===== src/rtl/ksa_pkg.sv =====
// Shared definitions for the Kogge-Stone divide path.
// Latency: n/a (types and constants only).
// Backpressure: n/a.
package ksa_pkg;

  localparam int KSA_WIDTH = 32;

  localparam logic [KSA_WIDTH-1:0] DIV0_QUOTIENT = '1;

  typedef enum logic [1:0] {
    IDLE = 2'd0,
    CALC = 2'd1,
    DONE = 2'd2
  } state_t;

endpackage


===== src/rtl/ksa_divider_if.sv =====
// Operand and result handshakes of the divider; is_signed only with KSA_DIV_SIGNED_EN.
// Latency: n/a (wiring only).
// Backpressure: valid/ready on both operand and result channels.
interface ksa_divider_if
  import ksa_pkg::*;
#(
  parameter int WIDTH = KSA_WIDTH
);

  logic             in_valid;
  logic             in_ready;
  logic [WIDTH-1:0] dividend;
  logic [WIDTH-1:0] divisor;
`ifdef KSA_DIV_SIGNED_EN
  logic             is_signed;
`endif
  logic             out_valid;
  logic             out_ready;
  logic [WIDTH-1:0] quotient;
  logic [WIDTH-1:0] remainder;
  logic             div_by_zero;

  modport master (
    output in_valid,
    output dividend,
    output divisor,
`ifdef KSA_DIV_SIGNED_EN
    output is_signed,
`endif
    output out_ready,
    input  in_ready,
    input  out_valid,
    input  quotient,
    input  remainder,
    input  div_by_zero
  );

  modport slave (
    input  in_valid,
    input  dividend,
    input  divisor,
`ifdef KSA_DIV_SIGNED_EN
    input  is_signed,
`endif
    input  out_ready,
    output in_ready,
    output out_valid,
    output quotient,
    output remainder,
    output div_by_zero
  );

endinterface


===== src/rtl/ksa_sub.sv =====
// Kogge-Stone subtractor: diff = a - b computed as a + ~b + 1, no_borrow = carry-out.
// Latency: combinational.
// Backpressure: none.
module ksa_sub #(
  parameter int W = 33
) (
  input  logic [W-1:0] a,
  input  logic [W-1:0] b,
  output logic [W-1:0] diff,
  output logic         no_borrow
);

  localparam int LV = $clog2(W);

  logic [W-1:0] bn;
  logic [W-1:0] p;
  logic [W-1:0] gk [LV+1];
  logic [W-1:0] pk [LV+1];

  assign bn = ~b;
  assign p  = a ^ bn;

  always_comb begin
    gk[0] = a & bn;
    // cin=1 folds into bit 0 as an unconditional generate when that bit propagates
    gk[0][0] = gk[0][0] | p[0];
    pk[0] = p;
    for (int l = 0; l < LV; l++) begin
      for (int i = 0; i < W; i++) begin
        if (i >= (1 << l)) begin
          gk[l+1][i] = gk[l][i] | (pk[l][i] & gk[l][i-(1<<l)]);
          pk[l+1][i] = pk[l][i] & pk[l][i-(1<<l)];
        end else begin
          gk[l+1][i] = gk[l][i];
          pk[l+1][i] = pk[l][i];
        end
      end
    end
  end

  assign diff      = p ^ {gk[LV][W-2:0], 1'b1};
  assign no_borrow = gk[LV][W-1];

endmodule


===== src/rtl/ksa_divider.sv =====
// Restoring shift-subtract divider, one quotient bit per cycle on a Kogge-Stone subtractor.
// Latency: 32 cycles from operand handshake to out_valid (1 cycle for a zero divisor).
// Backpressure: single operation in flight; in_ready low until the result handshake completes.
module ksa_divider
  import ksa_pkg::*;
#(
  parameter int WIDTH = KSA_WIDTH
) (
  input logic           clk,
  input logic           rst_n,
  ksa_divider_if.slave  bus
);

  localparam int CW = $clog2(WIDTH);

  state_t           state;
  logic             in_ready_r;
  logic             out_valid_r;
  logic [WIDTH-1:0] quotient_r;
  logic [WIDTH-1:0] remainder_r;
  logic             div_by_zero_r;

  logic [WIDTH-1:0] rem_r;
  logic [WIDTH-1:0] dvd_r;
  logic [WIDTH-1:0] dsr_r;
  logic [CW-1:0]    cnt;
  logic             dbz_pend;
`ifdef KSA_DIV_SIGNED_EN
  logic             neg_q;
  logic             neg_r;
  logic             a_neg;
  logic             b_neg;
`endif

  logic [WIDTH:0]   t_val;
  logic [WIDTH:0]   d_val;
  logic             no_borrow;
  logic [WIDTH-1:0] rem_nxt;
  logic [WIDTH-1:0] quo_nxt;
  logic [WIDTH-1:0] q_fin;
  logic [WIDTH-1:0] r_fin;
  logic [WIDTH-1:0] a_mag;
  logic [WIDTH-1:0] b_mag;
  logic             accept;
  logic             unused_ok;

  assign accept = bus.in_valid && in_ready_r;

  assign t_val = {rem_r, dvd_r[WIDTH-1]};

  ksa_sub #(
    .W (WIDTH + 1)
  ) u_sub (
    .a         (t_val),
    .b         ({1'b0, dsr_r}),
    .diff      (d_val),
    .no_borrow (no_borrow)
  );

  // Whichever of D or T is kept is below the divisor, so its top bit is always zero.
  assign rem_nxt   = no_borrow ? d_val[WIDTH-1:0] : t_val[WIDTH-1:0];
  assign quo_nxt   = {dvd_r[WIDTH-2:0], no_borrow};
  assign unused_ok = &{1'b0, d_val[WIDTH]};

  always_comb begin
    a_mag = bus.dividend;
    b_mag = bus.divisor;
`ifdef KSA_DIV_SIGNED_EN
    a_neg = bus.is_signed && bus.dividend[WIDTH-1];
    b_neg = bus.is_signed && bus.divisor[WIDTH-1];
    if (a_neg) a_mag = -bus.dividend;
    if (b_neg) b_mag = -bus.divisor;
`endif
  end

`ifdef KSA_DIV_SIGNED_EN
  assign q_fin = neg_q ? -quo_nxt : quo_nxt;
  assign r_fin = neg_r ? -rem_nxt : rem_nxt;
`else
  assign q_fin = quo_nxt;
  assign r_fin = rem_nxt;
`endif

  always_ff @(posedge clk or negedge rst_n) begin
    if (!rst_n) begin
      state         <= IDLE;
      in_ready_r    <= 1'b1;
      out_valid_r   <= 1'b0;
      quotient_r    <= '0;
      remainder_r   <= '0;
      div_by_zero_r <= 1'b0;
      rem_r         <= '0;
      dvd_r         <= '0;
      dsr_r         <= '0;
      cnt           <= '0;
      dbz_pend      <= 1'b0;
`ifdef KSA_DIV_SIGNED_EN
      neg_q         <= 1'b0;
      neg_r         <= 1'b0;
`endif
    end else begin
      case (state)
        IDLE: begin
          if (accept) begin
            in_ready_r    <= 1'b0;
            div_by_zero_r <= 1'b0;
            rem_r         <= '0;
            state         <= CALC;
            // A zero divisor spends one CALC cycle so its result appears one edge after acceptance.
            if (bus.divisor == '0) begin
              dbz_pend <= 1'b1;
              dvd_r    <= bus.dividend;
              cnt      <= '0;
            end else begin
              dbz_pend <= 1'b0;
              dvd_r    <= a_mag;
              dsr_r    <= b_mag;
              cnt      <= CW'(WIDTH - 1);
            end
`ifdef KSA_DIV_SIGNED_EN
            neg_q <= a_neg ^ b_neg;
            neg_r <= a_neg;
`endif
          end
        end

        CALC: begin
          if (dbz_pend) begin
            quotient_r    <= DIV0_QUOTIENT;
            remainder_r   <= dvd_r;
            div_by_zero_r <= 1'b1;
            out_valid_r   <= 1'b1;
            state         <= DONE;
          end else begin
            rem_r <= rem_nxt;
            dvd_r <= quo_nxt;
            cnt   <= cnt - 1'b1;
            if (cnt == '0) begin
              quotient_r  <= q_fin;
              remainder_r <= r_fin;
              out_valid_r <= 1'b1;
              state       <= DONE;
            end
          end
        end

        DONE: begin
          if (bus.out_ready) begin
            out_valid_r <= 1'b0;
            in_ready_r  <= 1'b1;
            state       <= IDLE;
          end
        end

        default: begin
          state       <= IDLE;
          in_ready_r  <= 1'b1;
          out_valid_r <= 1'b0;
        end
      endcase
    end
  end

  assign bus.in_ready    = in_ready_r;
  assign bus.out_valid   = out_valid_r;
  assign bus.quotient    = quotient_r;
  assign bus.remainder   = remainder_r;
  assign bus.div_by_zero = div_by_zero_r;

endmodule


===== src/flat_wrapper.sv =====
// flat-port wrapper written by rule: the top's interface ports become plain ports
module ksa_divider_flat import ksa_pkg::*;
#(
  parameter int WIDTH = KSA_WIDTH
)
  (clk, rst_n, bus_in_valid, bus_dividend, bus_divisor, bus_out_ready, bus_in_ready, bus_out_valid, bus_quotient, bus_remainder, bus_div_by_zero);
  ksa_divider_if #(.WIDTH(WIDTH)) bus_i ();
  input logic clk;
  input logic rst_n;
  input wire logic [$bits(bus_i.in_valid)-1:0] bus_in_valid;
  input wire logic [$bits(bus_i.dividend)-1:0] bus_dividend;
  input wire logic [$bits(bus_i.divisor)-1:0] bus_divisor;
  input wire logic [$bits(bus_i.out_ready)-1:0] bus_out_ready;
  output wire logic [$bits(bus_i.in_ready)-1:0] bus_in_ready;
  output wire logic [$bits(bus_i.out_valid)-1:0] bus_out_valid;
  output wire logic [$bits(bus_i.quotient)-1:0] bus_quotient;
  output wire logic [$bits(bus_i.remainder)-1:0] bus_remainder;
  output wire logic [$bits(bus_i.div_by_zero)-1:0] bus_div_by_zero;
  assign bus_i.in_valid = bus_in_valid;
  assign bus_i.dividend = bus_dividend;
  assign bus_i.divisor = bus_divisor;
  assign bus_i.out_ready = bus_out_ready;
  assign bus_in_ready = bus_i.in_ready;
  assign bus_out_valid = bus_i.out_valid;
  assign bus_quotient = bus_i.quotient;
  assign bus_remainder = bus_i.remainder;
  assign bus_div_by_zero = bus_i.div_by_zero;
  ksa_divider #(.WIDTH(WIDTH)) u_core (.clk(clk), .rst_n(rst_n), .bus(bus_i));
endmodule

===== config.mk =====
export PLATFORM = sky130hd
export DESIGN_NAME = ksa_divider_flat
export DESIGN_NICKNAME = d
export VERILOG_FILES = /design/src/rtl/ksa_pkg.sv /design/src/rtl/ksa_divider_if.sv /design/src/rtl/ksa_sub.sv /design/src/rtl/ksa_divider.sv /design/src/flat_wrapper.sv
export SDC_FILE = /design/constraint.sdc
export NUM_CORES = 1
export LEC_CHECK = 0
export ABC_AREA = 1
export CORE_MARGIN = 1.5
export CORE_UTILIZATION = 30
export DETAILED_ROUTE_END_ITERATION = 12
export GPL_TIMING_DRIVEN = 0
export SYNTH_ARGS = -nofsm -noshare
export SYNTH_HDL_FRONTEND = slang
export SYNTH_SLANG_ARGS = --single-unit

===== constraint.sdc =====
create_clock -name clk -period 5.27 [get_ports clk]
set_input_delay 1.054 -clock clk [delete_from_list [all_inputs] [get_ports clk]]
set_output_delay 1.054 -clock clk [all_outputs]
set_load 0.02 [all_outputs]

# After elaboration in Yosys (flattened, before gate mapping)
# Index checks and enable logic that the tools add are counted.
totals:
  ff_bits: 171
  in_bits: 68
  output_inout_bits: 67
  word_cells: 430
classes:
  n_addsub: 1
  eq_ne: 7
  muxes: 30
  n_bitwise: 367
  n_reduce_logical: 14
op_table:
  columns: ["operator", "n"]
  rows:
  - ["$mux W32", 9]
  - ["$and A1 B1 Y1", 229]
  - ["$or A1 B1 Y1", 131]
  - ["$pmux W32 S2", 2]
  - ["$and A33 B33 Y33", 1]
  - ["$not A32 Y33", 1]
  - ["$xor A33 B33 Y33", 1]
  - ["$logic_not A32 Y1", 1]
  - ["$xor A32 B32 Y32", 1]
  - ["$reduce_and A3 Y1", 6]
  - ["$mux W5", 3]
  - ["$pmux W5 S2", 1]
  - ["$mux W2", 4]
  - ["$mux W1", 7]
  - ["$pmux W1 S3", 2]
  - ["$pmux W2 S3", 1]
  - ["$logic_not A5 Y1", 1]
  - ["$sub A5 B1 Y5 const B", 1]
  - ["$ne A2 B1 Y1 const B", 2]
  - ["$ne A2 B2 Y1 const B", 2]
  - ["$reduce_and A2 Y1", 2]
  - ["$reduce_bool A2 Y1", 2]
  - ["$ne A3 B1 Y1 const B", 1]
  - ["$not A1 Y1", 3]
  - ["5 further kinds", 5]

# Logic depth before layout (Yosys ltp)
# Gate-level depths: netlist (run 1).
logic_depth:
  depth_word: 16
  mapped_depth: 18

# By module
# Synthesis (run 1) repeated with hierarchy kept, for this count alone.
unflattened:
  cells_unflattened: 1498
  hier_area_um2: 10380.0
by_module_without_submodules:
  columns: ["mod", "n_inst", "cells_per_inst", "area_each_um2", "seq_area_each_um2"]
  rows:
  - ["ksa_divider", 1, 922, 7662.3, 4280.4]
  - ["ksa_sub", 1, 576, 2717.6, 0.0]

# Least setup slack after synthesis (run 1)
# Ideal clock, no wire load.
synth_path:
  path_kind: "input port to flip-flop"
  startpoint: "input port bus_divisor[22]"
  endpoint: "register u_core.dsr_r[11]"
  setup_ns: 0.130
  t_arrival_ns: 2.103
  slack_ns: 3.037
  cell_stages: 8
  path_cell_list: "inv_1 nand4_1 nor4_1 nand3_1 nand2_1 buf_2 clkbuf_1 o21ai_0"
synth_via:
  elab_chain_len: 3
synth_rtl:
  columns: ["element", "line_no", "text"]
  rows:
  - ["start, declared", "flat_wrapper.sv:12", "input wire logic [$bits(bus_i.divisor)-1:0] bus_divisor;"]
  - ["$logic_not A32 Y1", "ksa_divider.sv:110", "if (bus.divisor == '0) begin"]
  - ["$not A1 Y1 (no line)", null, null]
  - ["$reduce_and A3 Y1 (no line)", null, null]
  - ["end signal, assigned", "ksa_divider.sv:117", "dsr_r <= b_mag;"]
  - ["end, declared", "ksa_divider.sv:25", "logic [WIDTH-1:0] dsr_r;"]
# Every way passes these cells.
# A chain may end at the register's enable or synchronous reset.

# Final worst setup path (run 1)
layout_path:
  startpoint: "input port bus_divisor[30]"
  endpoint: "register u_core.dsr_r[6]"
# Same word-level chain as after synthesis.

==> results of run 1 <==
==> worst register-to-register path: cells and delay by family, from the launching register on <==
kind                     cells  cell delay [ns]
AND/OR/NAND/NOR             13             1.31
adder cells (fa/ha/maj)      2             0.69
flip-flops                   1             0.35
buffers and inverters        2             0.20
==> registers in the layout, summed over array words and instances, names as in the netlist <==
name                    count
u_core.bus.quotient        32
u_core.bus.remainder       32
u_core.dsr_r               32
u_core.dvd_r               32
u_core.rem_r               32
u_core.cnt                  5
u_core.state                2
u_core.bus.div_by_zero      1
u_core.bus.in_ready         1
u_core.bus.out_valid        1
u_core.dbz_pend             1
==> power by group through the flow <==
stage	combinational, µW	sequential, µW	clock (µW)
final	4360	2130	1290
after global routing	4900	2190	1360
after CTS	4360	2130	1310
after detailed placement	4340	2150	0
after global placement	4280	2150	0
after floorplan	2710	2290	0
==> final cells by class <==
| class | count | area, µm² |
|---|---|---|
| plain buffers | 54 | 263 |
| clock inverters | 15 | 173 |
| flip-flops and latches | 171 | 4280 |
| clock buffers | 17 | 425 |
| inverters | 233 | 875 |
| multi-input cells | 1008 | 4880 |
| repair buffers | 135 | 1370 |
| fillers | 3557 | 20800 |
| well taps | 448 | 561 |
==> kinds of logic (layout without fill, tap and decap cells) <==
family	count (synthesis)	after routing	synth area share
XOR/XNOR	16	16	0.0136
AO/OA/AOI/OAI	215	215	0.114
AND/OR/NAND/NOR	742	742	0.303
flip-flops	171	171	0.416
buffers and inverters	287	454	0.110
adder cells (fa/ha/maj)	35	35	0.0433
==> worst max path at each step <==
stage | startpoint | endpoint | slack, ns
2_1_floorplan | bus_divisor[22] | u_core.dsr_r[11]$_DFFE_PN0P_ | 3.04
3_3_place_gp | rst_n | u_core.dsr_r[25]$_DFFE_PN0P_ | -4.23
3_5_place_dp | bus_divisor[30] | u_core.dsr_r[6]$_DFFE_PN0P_ | 1.58
4_1_cts | bus_divisor[30] | u_core.dsr_r[6]$_DFFE_PN0P_ | 2.04
5_1_grt | bus_divisor[30] | u_core.dsr_r[11]$_DFFE_PN0P_ | 1.76
6_report | bus_divisor[30] | u_core.dsr_r[6]$_DFFE_PN0P_ | 2.11
==> placed cells by master, fill, tap and decap left out, types with 13 or more instances in the layout <==
master           netlist  routed
a21oi_1               56      56
and2_1                15      15
buf_2                 13      13
clkbuf_1              30      30
clkbuf_16              0      17
clkdlybuf4s50_1        0     133
dfrtp_1              170     170
ha_1                  34      34
inv_1                229     229
nand2_1              509     509
nand3_1               94      94
nand4_1               13      13
nor2_1                74      74
o211ai_1              31      31
o21ai_0               95      95
o21ai_1               24      24
xor2_1                14      14
==> routing by layer <==
metal	global-route usage	vias to the layer above	wire length (µm)
li1	-	4913	-
met1	0.252	4611	14900
met2	0.310	231	15200
met3	0.0205	38	1210
met4	0.0649	0	748
met5	0	-	0
==> stage by stage <==
step | instance area [µm²] | util | hold WS [ns] | total power, µW | TNS [ns]
6_report | 12800 | 0.382 | 0.485 | 7780 | 0
3_5_place_dp | 12200 | 0.364 | 0.469 | 6490 | 0
2_1_floorplan | 10300 | - | 0.453 | 5000 | 0
5_1_grt | 12800 | 0.382 | 0.519 | 8460 | 0
3_3_place_gp | 12200 | 0.363 | 0.467 | 6430 | -717.82
4_1_cts | 12800 | 0.382 | 0.488 | 7810 | 0
==> flow_metrics.py, run 1 <==
metrics = {
    "critical_path": {
        "worst-r2r-setup-slack_ns": 2.62,
        "path_buf_inv": 4,
        "timing.rr.start": "u_core.dvd_r[31]$_DFFE_PN0P_",
        "path_class": "input pin to flop",
        "cp_top_family": "simple AND/OR/NAND/NOR gates",
        "crit_required_ns": 5.57,
        "critPathMaxFanout": 10,
        "r2r_cells": 17,
        "crit_slowest_cell": "nor4_1",
        "startpoint_type": "input pin",
        "worstSetupEndpointType": "flop",
        "path_cells": "clkdlybuf4s50_1 -> inv_1 -> nand4_1 -> nor4_1 -> nand3_1 -> nand2_1 -> buf_2 -> clkbuf_1 -> o21ai_0",
        "slowest_delay_ns": 0.48,
        "cp.depth": 9,
        "cp.arrival_ns": 3.46,
        "r2r_end": "u_core.bus.remainder[28]$_DFFE_PN0P_",
    },
    "place": {
        "place_ws_ns": 1.58,
        "portBuffers": 134,
        "dp_hpwl_um": 25200,
        "place.gp.congestion": 0.889,
        "dp_cells": 2049,
    },
    "sta": {
        "fmax_mhz": 317,
        "hold_violations": 0,
        "tightest_slew_ns": 0.755,
        "period_needed_ns": 3.16,
        "relSlewSlack": 0.497,
        "grt_setup_unrepaired": "no",
        "setup_viol": 0,
        "fin_ws_ns": 2.11,
        "finalMaxSlewViolations": 0,
        "fin_crit_sh": 0.599,
        "skew_ns": 0.0142,
    },
    "finish": {
        "layout.cells.non_filler": 2081,
        "fin_nets": 1723,
        "diodes": 0,
        "drive_gt1_frac": 0.0496,
        "syn2layout_area_growth_pct": 24.6,
    },
    "clock_tree": {
        "clkSlewWorstSetupHoldPaths_ns": 0.07,
        "worstSkewPairLatency_ns": 0.44,
        "cts_sinks": 171,
        "htree_levels": 4,
        "cts_buffers": 17,
        "cts-root-buf": "clkbuf_16",
        "cts_buffer_depth": 2,
        "ctsHoldBuffers": 0,
        "post_cts_buffers": 0,
        "cts_resized": 0,
        "cts_tree": "built",
    },
    "floorplan": {
        "die_h_um": 188,
        "coreArea_um2": 33600,
        "dieWidth_um": 188,
        "die-area_um2": 35400,
        "start_util": 0.306,
        "num_rows": 67,
        "io_pins": 135,
    },
    "run_status": {
        "status": "finished clean",
    },
    "synth": {
        "syn_nets": 1569,
        "synth_common_cells": "nand2_1 (509), inv_1 (229), dfrtp_1 (170)",
        "synthArstFlopShare": 1.00,
        "syn_area_per_cell_um2": 7.02,
        "ys.warnings.count": 0,
        "synth.most_common_cell": "nand2_1",
        "ys_seq_elements": 171,
        "synth_cell_types": 43,
        "synth.area.top_cells": "dfrtp_1 (41%), nand2_1 (19%), inv_1 (8.3%)",
        "syn_area_um2": 10300,
        "synthCells": 1466,
        "seq_area_frac_synth": 0.416,
        "synth_enable_flop_cells": 0,
        "ys.flop_type": "dfrtp_1",
        "synth_top_cell_area_share": 0.413,
        "synth_top_area_cell": "dfrtp_1",
    },
    "grt": {
        "grt_pass1_vias": 9504,
        "track_usage": 0.186,
        "grt_pass1_wl_um": 51900,
        "antenna_found_initial": 0,
        "grt_overflow": 0,
        "grt_max_degree": 95,
    },
    "power_and_ir_drop": {
        "swShare": 0.490,
        "pwr-share-comb": 0.561,
        "power.share.clock": 0.166,
        "p_leak_uw": 0.00654,
        "power.density_nw_per_um2": 607,
        "ir_worst_vdd_mv": 0.318,
        "intPower_uw": 3970,
        "power.switching_uw": 3810,
        "seqPwrFrac": 0.273,
    },
    "worst_hold_path": {
        "worstHoldPathCells": 2,
        "worstHoldStart": "u_core.bus.remainder[13]$_DFFE_PN0P_",
        "whs_endpoint": "u_core.bus.remainder[13]$_DFFE_PN0P_",
        "hold_class": "flop to flop",
    },
    "routing": {
        "dr_total_vias": 9793,
        "first_iter_violations": 711,
        "wirelength_um": 32100,
        "vias_per_cell": 4.71,
        "drc": 0,
        "wire_per_inst_um": 15.4,
        "dr.pass1.iters": 5,
        "ant_nets": 0,
    },
    "flow_run": {
        "max-cap-violations": 0,
    },
}
Power figures use the tool's default switching activity.
==> run 2, diff against run 1 <==
==> constraint.sdc (replaced) <==
create_clock -name clk -period 2.64 [get_ports clk]
set_input_delay 0.528 -clock clk [delete_from_list [all_inputs] [get_ports clk]]
set_output_delay 0.528 -clock clk [all_outputs]
set_load 0.02 [all_outputs]
==> run 2 against run 1 <==
Against the previous run:
- clock-buffer cell count stayed put
- core utilization is 0.11 points higher
- first-iteration DRC count is 3.7% lower
- via count is 0.44% higher
- sequential cell count stayed put
- clock power is 99% higher
- sequential power is 100% higher
- final area is 0.28% higher
- die area stayed put
- critical path type is now flop to flop
==> flow_metrics.py, run 2 (synthesis gave the netlist of run 1 again) <==
metrics = {
    "run_status": {
        "status": "finished clean",
    },
    "critical_path": {
        "crit_required_ns": 2.96,
        "worstSetupEndpointType": "flop",
        "worst-r2r-setup-slack_ns": 0.14,
        "crit_slowest_cell": "dfrtp_1",
        "startpoint_type": "flop",
        "cp_common_cell": "nand2_1",
        "cp_top_family": "simple AND/OR/NAND/NOR gates",
        "r2r_cells": 14,
        "path_buf_inv": 2,
        "cp.arrival_ns": 2.82,
        "path_cells": "ha_1 -> nand2_1 -> inv_1 -> nand2_1 -> nand2_1 -> a21oi_2 -> nor2_4 -> nor2_8 -> nand2_8 -> buf_6 -> nand2_1 -> nand2_1 -> o21ai_1 -> nand2_1",
        "slowest_delay_ns": 0.44,
        "r2r_end": "u_core.bus.remainder[12]$_DFFE_PN0P_",
        "critPathMaxFanout": 10,
        "timing.rr.start": "u_core.rem_r[19]$_DFFE_PN0P_",
        "path_class": "flop to flop",
    },
    "place": {
        "portBuffers": 134,
        "place.gp.congestion": 0.889,
        "place_ws_ns": -0.522,
        "dpl-instance-area_um2": 12200,
        "dp_hpwl_um": 25200,
    },
    "finish": {
        "final_cell_mix": "nand2_1 (505), inv_1 (229), dfrtp_1 (170)",
        "mostFrequentLayoutCell": "nand2_1",
        "fin_nets": 1723,
        "design_area_um2": 12900,
        "fillCellCount": 3550,
        "diodes": 0,
        "final_util": 0.383,
        "syn2layout_area_growth_pct": 24.9,
        "drive_gt1_frac": 0.0563,
    },
    "sta": {
        "finalMaxSlewViolations": 0,
        "setup_viol": 0,
        "setup_tns_ns": 0,
        "fmax_mhz": 400,
        "fin_ws_ns": 0.142,
        "grt_setup_unrepaired": "no",
        "fin_crit_sh": 0.946,
        "tightest_slew_ns": 0.736,
        "period_needed_ns": 2.50,
        "hold_violations": 0,
        "skew_ns": 0.0137,
        "relSlewSlack": 0.510,
    },
    "clock_tree": {
        "cts_buffers": 17,
        "cts_sinks": 171,
        "htree_levels": 4,
        "ctsHoldBuffers": 0,
        "cts_buffer_depth": 2,
        "worstSkewPairLatency_ns": 0.44,
        "cts-root-buf": "clkbuf_16",
        "clkSlewWorstSetupHoldPaths_ns": 0.08,
        "cts_tree": "built",
    },
    "routing": {
        "vias_per_cell": 4.73,
        "drc": 0,
        "first_iter_violations": 685,
        "wirelength_um": 32100,
        "dr_total_vias": 9836,
        "wire_per_inst_um": 15.4,
        "ant_nets": 0,
        "dr.pass1.iters": 5,
    },
    "floorplan": {
        "start_util": 0.306,
        "die-area_um2": 35400,
        "num_rows": 67,
        "io_pins": 135,
        "dieWidth_um": 188,
        "coreArea_um2": 33600,
        "die_h_um": 188,
    },
    "power_and_ir_drop": {
        "power.density_nw_per_um2": 1210,
        "p_total_uw": 15600,
        "p_leak_uw": 0.00655,
        "ir_worst_vdd_mv": 0.638,
    },
    "grt": {
        "grt_max_degree": 95,
        "antenna_found_initial": 0,
        "grt_pass1_vias": 9507,
        "track_usage": 0.186,
        "grt_overflow": 0,
        "grt_pass1_wl_um": 51900,
    },
    "worst_hold_path": {
        "hold_class": "input pin to asynchronous set/reset pin",
    },
    "flow_run": {
        "max-cap-violations": 0,
    },
}
## run 2: cell count changes in the layout (fill, tap and decap cells not counted), moves of 2 or more
cell      before  now
nand3_1       94   91
nand3_2        2    5
o21ai_1       24   27
nand2_1      509  505
o21ai_0       95   92
clkbuf_2       1    3
nand2_2        7   11
clkbuf_1      30   28
## run 2: cell type report
type	count	area [µm²]	area share
multi-input cells	1008	4910	0.382
well taps	448	561	0.0436
inverters	233	875	0.0680
clock inverters	15	173	0.0134
repair buffers	135	1370	0.107
plain buffers	54	265	0.0206
clock buffers	17	425	0.0331
flip-flops and latches	171	4280	0.333
## run 2: repair_timing
item	4_1_cts	5_1_grt
endpoints found under the setup margin	17	25
buffers inserted	0	0
gates resized for setup	2	14
## run 2: worst max-delay path by stage
stage,startpoint,end,slack [ns],depth (start not counted)
3_5_place_dp,bus_divisor[30],u_core.dsr_r[6]$_DFFE_PN0P_,-0.52,9
2_1_floorplan,u_core.dsr_r[0]$_DFFE_PN0P_,u_core.bus.remainder[28]$_DFFE_PN0P_,0.55,16
6_report,u_core.rem_r[19]$_DFFE_PN0P_,u_core.bus.remainder[12]$_DFFE_PN0P_,0.14,14
3_3_place_gp,rst_n,u_core.dsr_r[25]$_DFFE_PN0P_,-6.33,1
5_1_grt,u_core.rem_r[19]$_DFFE_PN0P_,u_core.bus.remainder[12]$_DFFE_PN0P_,0.005,14
4_1_cts,u_core.dvd_r[31]$_DFFE_PN0P_,u_core.bus.remainder[28]$_DFFE_PN0P_,0.009,17
## run 2: per-layer routing
layer	GRT usage	up-vias	routed length, µm
met2	0.310	243	15200
li1	-	4906	-
met4	0.0649	0	767
met5	0	-	0
met3	0.0205	42	1320
met1	0.252	4645	14800
## run 2: per-stage QoR
step	hold slack, ns	std cells
after floorplan	0.232	1466
after global placement	0.467	2048
after detailed placement	0.469	2049
after CTS	0.133	2081
after global routing	0.155	2081
final	0.103	2081
## run 2: report_power, final
| group | internal [µW] | leakage, µW | switching [µW] | total (µW) |
|---|---|---|---|---|
| logic | 3030 | 0.00419 | 5730 | 8750 |
| clock network | 1280 | 0.000293 | 1290 | 2570 |
| registers | 3630 | 0.00207 | 615 | 4250 |
| total | 7940 | 0.00655 | 7630 | 15600 |
==> run 3, diff against run 2 <==
--- a/config.mk
+++ b/config.mk
@@ -13,3 +13,4 @@
 export SYNTH_ARGS = -nofsm -noshare
 export SYNTH_HDL_FRONTEND = slang
 export SYNTH_SLANG_ARGS = --single-unit
+export TNS_END_PERCENT = 20
==> constraint.sdc (replaced) <==
create_clock -name clk -period 2.64 [get_ports clk]
set_input_delay 0.264 -clock clk [delete_from_list [all_inputs] [get_ports clk]]
set_output_delay 0.264 -clock clk [all_outputs]
set_load 0.02 [all_outputs]
==> run 3 against run 2 <==
Against the previous run:
- hold slack gained 0.29 ns
- first-iteration DRC count fell by 3.5%
- total power is essentially flat
- non-clock buffer count increased by 1
- routed wire length up 0.12%
- combinational power about the same
- worst setup slack better by 0.0027 ns
- clock power about the same
- fmax rose by 0.11%
- clock-buffer cell count did not move
- highest routed layer unchanged
==> flow_metrics.py, run 3 (synthesis gave the netlist of run 1 again) <==
metrics = {
    "grt": {
        "grt_max_degree": 95,
        "antenna_found_initial": 0,
        "grt_overflow": 0,
        "track_usage": 0.186,
        "grt_pass1_vias": 9507,
        "grt_pass1_wl_um": 51900,
    },
    "routing": {
        "drc": 0,
        "dr.pass1.iters": 5,
        "wire_per_inst_um": 15.5,
        "ant_nets": 0,
        "first_iter_violations": 661,
        "wirelength_um": 32200,
        "vias_per_cell": 4.69,
        "dr_total_vias": 9768,
    },
    "finish": {
        "fin_nets": 1724,
        "layout.cells.non_filler": 2082,
        "final_cell_mix": "nand2_1 (505), inv_1 (229), dfrtp_1 (170)",
        "drive_gt1_frac": 0.0539,
        "fillCellCount": 3550,
        "mostFrequentLayoutCell": "nand2_1",
        "syn2layout_area_growth_pct": 24.9,
        "diodes": 0,
        "final_util": 0.383,
        "design_area_um2": 12900,
    },
    "critical_path": {
        "startpoint_type": "flop",
        "r2r_cells": 14,
        "path_class": "flop to flop",
        "cp_common_cell": "nand2_1",
        "worst-r2r-setup-slack_ns": 0.14,
        "timing.rr.start": "u_core.rem_r[19]$_DFFE_PN0P_",
        "crit_slowest_cell": "dfrtp_1",
        "startpoint": "u_core.rem_r[19]$_DFFE_PN0P_",
        "cp.arrival_ns": 2.82,
        "r2r_end": "u_core.bus.remainder[12]$_DFFE_PN0P_",
        "slowest_delay_ns": 0.44,
        "critPathMaxFanout": 10,
        "path_cells": "ha_1 -> nand2_1 -> inv_1 -> nand2_1 -> nand2_1 -> a21oi_2 -> nor2_4 -> nor2_8 -> nand2_8 -> buf_6 -> nand2_1 -> nand2_1 -> o21ai_1 -> nand2_1",
        "worstSetupEndpointType": "flop",
        "crit_required_ns": 2.96,
    },
    "clock_tree": {
        "worstSkewPairLatency_ns": 0.44,
        "post_cts_buffers": 0,
        "cts_sinks": 171,
        "cts_tree": "built",
        "clkSlewWorstSetupHoldPaths_ns": 0.08,
        "cts_buffer_depth": 2,
        "cts_buffers": 17,
        "cts-root-buf": "clkbuf_16",
        "htree_levels": 4,
    },
    "sta": {
        "fin_ws_ns": 0.144,
        "setup_viol": 0,
        "period_needed_ns": 2.50,
        "fin_crit_sh": 0.945,
        "hold_violations": 0,
        "tightest_slew_ns": 0.770,
        "finalMaxSlewViolations": 0,
        "skew_ns": 0.0143,
        "grt_setup_unrepaired": "no",
        "fmax_mhz": 401,
        "holdWs_ns": 0.390,
        "relSlewSlack": 0.486,
    },
    "floorplan": {
        "coreArea_um2": 33600,
        "die-area_um2": 35400,
        "start_util": 0.306,
        "die_h_um": 188,
        "num_rows": 67,
        "dieWidth_um": 188,
        "io_pins": 135,
    },
    "place": {
        "place.gp.congestion": 0.889,
        "portBuffers": 134,
        "dp_hpwl_um": 25200,
        "dp_cells": 2049,
        "dpl-instance-area_um2": 12200,
        "place_ws_ns": -0.258,
    },
    "power_and_ir_drop": {
        "ir_worst_vdd_mv": 0.637,
        "p_leak_uw": 0.00655,
        "power.density_nw_per_um2": 1210,
    },
    "flow_run": {
        "max-cap-violations": 0,
    },
    "worst_hold_path": {
        "hold_class": "input pin to asynchronous set/reset pin",
    },
    "run_status": {
        "status": "finished clean",
    },
}
[run 3: final cells by class]
cell class                 count  area [µm²]  area share
buffer                        54         263      0.0204
clock buffer                  17         425      0.0331
clock inverter                15         173      0.0134
multi-input combinational   1008        4900       0.381
tap                          448         561      0.0436
sequential                   171        4280       0.333
inverter                     233         875      0.0680
timing repair buffer         136        1380       0.108
[run 3: report_power, final]
| part | total (µW) | internal [µW] | switching (µW) |
|---|---|---|---|
| clock network | 2580 | 1280 | 1300 |
| logic | 8750 | 3020 | 5730 |
| registers | 4250 | 3630 | 614 |
[run 3: worst max path at each step]
stage	cells after the start	endpoint
final	14	u_core.bus.remainder[12]$_DFFE_PN0P_
after global routing	14	u_core.bus.remainder[12]$_DFFE_PN0P_
after CTS	17	u_core.bus.remainder[28]$_DFFE_PN0P_
after detailed placement	9	u_core.dsr_r[6]$_DFFE_PN0P_
after global placement	1	u_core.dsr_r[25]$_DFFE_PN0P_
after floorplan	16	u_core.bus.remainder[28]$_DFFE_PN0P_
[run 3: worst max-delay path, delay by kind of cell, from the launching register on]
kind | cells | cell delay [ns]
AO/OA/AOI/OAI | 2 | 0.46
adder cells (fa/ha/maj) | 1 | 0.38
buffers and inverters | 2 | 0.21
flip-flops | 1 | 0.44
AND/OR/NAND/NOR | 9 | 0.88
[run 3: stage by stage]
stage / power [µW] / TNS (ns)
3_5_place_dp: 13000 / -6.17
2_1_floorplan: 9980 / 0
4_1_cts: 15600 / 0
5_1_grt: 16900 / 0
6_report: 15600 / 0
3_3_place_gp: 12800 / -1038.75
[run 3: metal layers]
metal	up-vias	share of wire	GRT usage
li1	4909	-	-
met3	38	0.037	0.0205
met4	0	0.024	0.0649
met2	227	0.47	0.310
met1	4594	0.47	0.252
met5	-	0	0
[run 3: timing repair]
action                     4_1_cts  5_1_grt
gates resized for setup          1        9
hold endpoints to repair        92        0
setup endpoints to repair        1       21
hold buffers                     1        0
